--- config.mk ---
export PLATFORM = sky130hd
export DESIGN_NAME = sobel_line_sched
export DESIGN_NICKNAME = d
export VERILOG_FILES = /design/src/rtl/sobel_line_sched.sv
export SDC_FILE = /design/constraint.sdc
export NUM_CORES = 1
export LEC_CHECK = 0
export ABC_AREA = 1
export CAP_MARGIN = 20
export CORE_MARGIN = 4
export CORE_UTILIZATION = 55
export CTS_CLUSTER_SIZE = 14
export DETAILED_ROUTE_END_ITERATION = 10
export GPL_ROUTABILITY_DRIVEN = 0
export PLACE_DENSITY_LB_ADDON = 0.05
export SLEW_MARGIN = 15
export SYNTH_ARGS = -nofsm -noshare
export SYNTH_HDL_FRONTEND = slang
export SYNTH_SLANG_ARGS = --single-unit
--- constraint.sdc ---
create_clock -name clk -period 3.25 [get_ports clk]
set_clock_uncertainty 0.15 [all_clocks]
set_input_delay 0.325 -clock clk [delete_from_list [all_inputs] [get_ports clk]]
set_output_delay 0.325 -clock clk [all_outputs]
set_load 0.01 [all_outputs]
--- src/rtl/sobel_line_sched.sv ---
// sobel_line_sched: steers camera pixels into three rotating line buffers and flags
// when a full 3x3 Sobel window is available around the newest pixel.
module sobel_line_sched #(
  parameter int WIDTH  = 640,
  parameter int HEIGHT = 240
) (
  input  logic       clk,
  input  logic       reset,
  input  logic [2:0] fvh,
  input  logic       dv,
  input  logic [7:0] pixel_in,
  output logic [2:0] lb_we,
  output logic [9:0] lb_addr,
  output logic [7:0] lb_wdata,
  output logic [1:0] top_sel,
  output logic       win_valid,
  output logic [9:0] win_col,
  output logic [8:0] win_row,
  output logic       frame_done,
  output logic [1:0] state_o
);
  typedef enum logic [1:0] {WAIT_VS = 2'd0, FILL = 2'd1, RUN = 2'd2, DONE = 2'd3} state_t;
  localparam logic [9:0] W = 10'(WIDTH);
  localparam logic [8:0] H = 9'(HEIGHT);
  state_t     state;
  logic [2:0] old_fvh, wr_sel, rise;
  logic [9:0] col;
  logic [8:0] row;
  logic       line_has, vfall, accept;
  assign rise    = fvh & ~old_fvh;
  assign vfall   = old_fvh[2] & ~fvh[2];
  assign accept  = dv && fvh == 3'b000 && (state == FILL || state == RUN) && col < W && row < H;
  assign state_o = state;
  always_ff @(posedge clk or posedge reset) begin
    if (reset) begin
      state      <= WAIT_VS;
      old_fvh    <= 3'b111;
      wr_sel     <= 3'b001;
      top_sel    <= 2'd1;
      col        <= '0;
      row        <= '0;
      line_has   <= 1'b0;
      lb_we      <= '0;
      lb_addr    <= '0;
      lb_wdata   <= '0;
      win_valid  <= 1'b0;
      win_col    <= '0;
      win_row    <= '0;
      frame_done <= 1'b0;
    end else begin
      old_fvh    <= fvh;
      frame_done <= 1'b0;
      lb_we      <= accept ? wr_sel : 3'b000;
      lb_addr    <= col;
      lb_wdata   <= pixel_in;
      win_valid  <= accept && state == RUN && col >= 10'd2;
      if (accept) begin
        win_col  <= col;
        win_row  <= row;
        col      <= col + 10'd1;
        line_has <= 1'b1;
      end
      case (state)
        WAIT_VS: begin
          col      <= '0;
          row      <= '0;
          line_has <= 1'b0;
          if (vfall) state <= FILL;
        end
        FILL, RUN: begin
          // Empty lines (blanking, dropped lines) must not advance the buffer ring.
          if (rise[0]) begin
            col      <= '0;
            line_has <= 1'b0;
            if (line_has) begin
              wr_sel  <= {wr_sel[1:0], wr_sel[2]};
              top_sel <= top_sel == 2'd2 ? 2'd0 : top_sel + 2'd1;
              if (row < H) row <= row + 9'd1;
              if (state == FILL && row == 9'd1) state <= RUN;
            end
          end
          if (rise[2]) begin
            state      <= DONE;
            frame_done <= 1'b1;
          end
        end
        default: begin
          col      <= '0;
          row      <= '0;
          line_has <= 1'b0;
          state    <= WAIT_VS;
        end
      endcase
    end
  end
endmodule
==> key figures <==
Status
  – Outcome: completed

Floorplanning
  – Placeable Area: about 5300 um^2
  – Die Span X: ~83 um
  – Full die area: between 6000 and 7000 um^2
  – Io pins: 60
  – Die Height: roughly 83 um
  – Cell Rows: 26
  – Initial Utilization: 58.5%

Yosys
  – Synthesized area per cell: between 9 and 10 um^2
  – Prevailing post-synth register cell: dfrtp_1
  – Seq/Total Area, Yosys: slightly below 60%
  – Ranking of synthesized cells by area: dfrtp_1 54%, nand2_1 10%, inv_1 4.9%
  – EDFF count, synth: 0
  – Yosys warning count: 0
  – Leading area contributor after synthesis: dfrtp_1
  – Synth Cell Area: between 3000 and 4000 um^2
  – Unique masters post-synth: 22
  – Synth Register Bits: a little over 70
  – Post-synthesis cell count: between 300 and 400
  – Synth top cells by count: 86 x nand2_1, 67 x dfrtp_1, 40 x inv_1
  – Post-synth top area share: between 50% and 60%
  – Count leader, synth: nand2_1
  – Syn Nets: between 300 and 400
  – Async SR Flop Fraction: between 90% and 100%

Route
  – Routed Antenna Nets: 0
  – Routed len/inst: about 14 um
  – M1 WL: approximately 2.7 mm
  – Vias: between 2k and 2.5k
  – DRC: 0
  – Max layer used: met4
  – Drt first pass iters: 5
  – Routed wl met2: roughly 3.1 mm
  – Routed wire length: around 6.4 mm
  – Drt via density: between 5 and 6
  – DRT iter0 DRCs: roughly 220
  – WL met3: about 400 um

Global route
  – Largest net degree at the start of global routing: 47
  – Initial antenna violation count: 0
  – Gr usage total: between 20% and 30%
  – First-pass GRT wire length: between 10 and 15 mm
  – Vias in the first global route: roughly 2.4k
  – Grt ovf: 0

Finish
  – Multi-input logic area: about 1100 um^2
  – Post-layout util: 74.6%
  – Nets: roughly 420
  – N_diodes: 0
  – Reg area: between 1500 and 2000 um^2
  – Design Area, Final: ~3900 um^2
  – Layout cells sized above 1: 11.9%
  – Fillers: 408
  – Area Overhead vs Synth: 27.7%

Clock tree
  – Cts bufs inserted: 9
  – Bufs on Longest Clock Path: 2
  – Post-CTS Setup Repair Bufs: 0
  – Clk slew on worst S/H paths: 70 ps
  – CTS root buffer: clkbuf_8
  – CTS hold repair buffers: 0
  – Htree depth: 3
  – CTS Sinks: a little over 70
  – Skew-Pair Late Insertion Delay: ~350 ps
  – Post-cts gate resize count: 0
  – CTS tree: done

Place
  – Hpwl dp: about 4.6 mm
  – Placed instance area: 3720 um^2
  – Place WS: between 600 and 700 ps
  – Port Buffers: between 50 and 60

Power and ir drop
  – Leak: between 1.5 and 2 nW
  – Power density cells: about 570 nW/um^2
  – VDD IR-drop max: around 0.6 mV
  – Final Power: ~2.2 mW

Worst setup path
  – Critical path required time: about 3300 ps
  – WS Path Type: reg2reg
  – Critical-path maximum fanout: 46
  – Startpoint types: flip-flop
  – Reg2reg path depth: 9
  – Crit. End Element: flip-flop
  – CP arrival: 2710 ps

STA
  – Least-Margin Pin Slew: approximately 710 ps
  – Final min period: 2650 ps
  – Final Hold Fails: 0
  – Max frequency: 378 MHz
  – PnR worst setup slack: between 600 and 700 ps
  – Slew margin rel.: 52.4%
  – Final Cycle Share: around four fifths
  – Setup tns final: 0 ps
  – Final setup fails: 0
  – RSZ-0062 raised after global routing: no
  – Final Max Slew Viols: 0

Job
  – Max Cap Viol: 0

Hold path
  – Worst hold stages: 0
  – Worst hold path class: reg2reg
report_power, final:
group | internal (mW) | switching, mW
Clock | 0.451 | 0.314
Sequential | 0.937 | 0.0366
Combinational | 0.168 | 0.322
Total | 1.56 | 0.672
routing by layer:
| metal | vias to the layer above | GRT usage, % |
|---|---|---|
| li1 | 1184 | - |
| met1 | 1143 | 25.4 |
| met2 | 85 | 33.0 |
| met3 | 12 | 6.04 |
| met4 | 0 | 7.43 |
| met5 | - | 0 |
per-stage QoR:
step	instances	hold slack, ps
6_report	473	237
2_1_floorplan	334	179
5_1_grt	473	242
4_1_cts	473	237
3_3_place_gp	457	218
3_5_place_dp	457	223
flip-flops by register name, summed over array words and instances, names as in the netlist, 2 cells and up:
| name | count |
|---|---|
| state_o | 2 |
| wr_sel | 3 |
| old_fvh | 2 |
| win_col | 10 |
| row | 9 |
| top_sel | 2 |
| win_row | 9 |
| col | 10 |
| lb_wdata | 8 |
| lb_addr | 10 |
| lb_we | 3 |
cells by family (layout without fill, tap and decap cells):
group	count (synthesis)	after routing	synth area share (%)
xor gates and xnor gates	1	1	0.284
buffers and inverters	50	119	7.19
adders and majority gates	7	7	2.84
and+or+nand+nor	160	160	22.1
DFF	71	71	57.8
AOI/OAI and AO/OA	45	45	9.71
worst paths after layout:
kind,start,to,slack (ps)
worst min register to register,col[9],lb_addr[9],240
worst max register to register,state_o[0],col[1],600
worst min-delay path,col[9],lb_addr[9],240
max in group asynchronous,reset,wr_sel[0],1960
worst max-delay path,state_o[0],col[1],600
min in group asynchronous,reset,lb_wdata[0],270
placed cells by master (no fill, tap or decap):
cell,netlist,layout
a21oi_1,7,7
clkbuf_8,0,10
inv_1,40,39
dfstp_2,4,4
nor2_2,3,3
nor2_1,32,32
bufinv_16,0,2
buf_12,0,1
nor4_1,2,2
nand2_1,86,86
nand2_4,2,2
ha_1,7,7
xor2_1,1,1
clkdlybuf4s50_1,0,59
nand3_1,25,25
a21oi_2,3,3
nor3_1,6,6
clkinv_2,0,2
o21ai_0,18,18
o21ai_2,16,16
nand4_1,3,3
inv_2,3,4
clkbuf_1,0,2
dfrtp_1,67,67
o21a_1,1,1
nor2_4,1,1
cell type report:
class / count / share of cell area, %
repair buffers: 60 / 15.5
flip-flops and latches: 71 / 45.3
well taps: 70 / 2.23
inverters: 43 / 4.10
clock inverters: 4 / 1.78
clock buffers: 12 / 3.69
multi-input cells: 213 / 27.4
critical path: stages (launching register included):
cell and delay [ps]:
dfrtp_1 420, inv_1 80, ha_1 580, inv_2 200, nor2_1 120, nand3_1 80, nor2_2 150, nand2_4 340
nand2_4 250, o21ai_0 110
No activity file was read; power rests on OpenSTA's default activity.
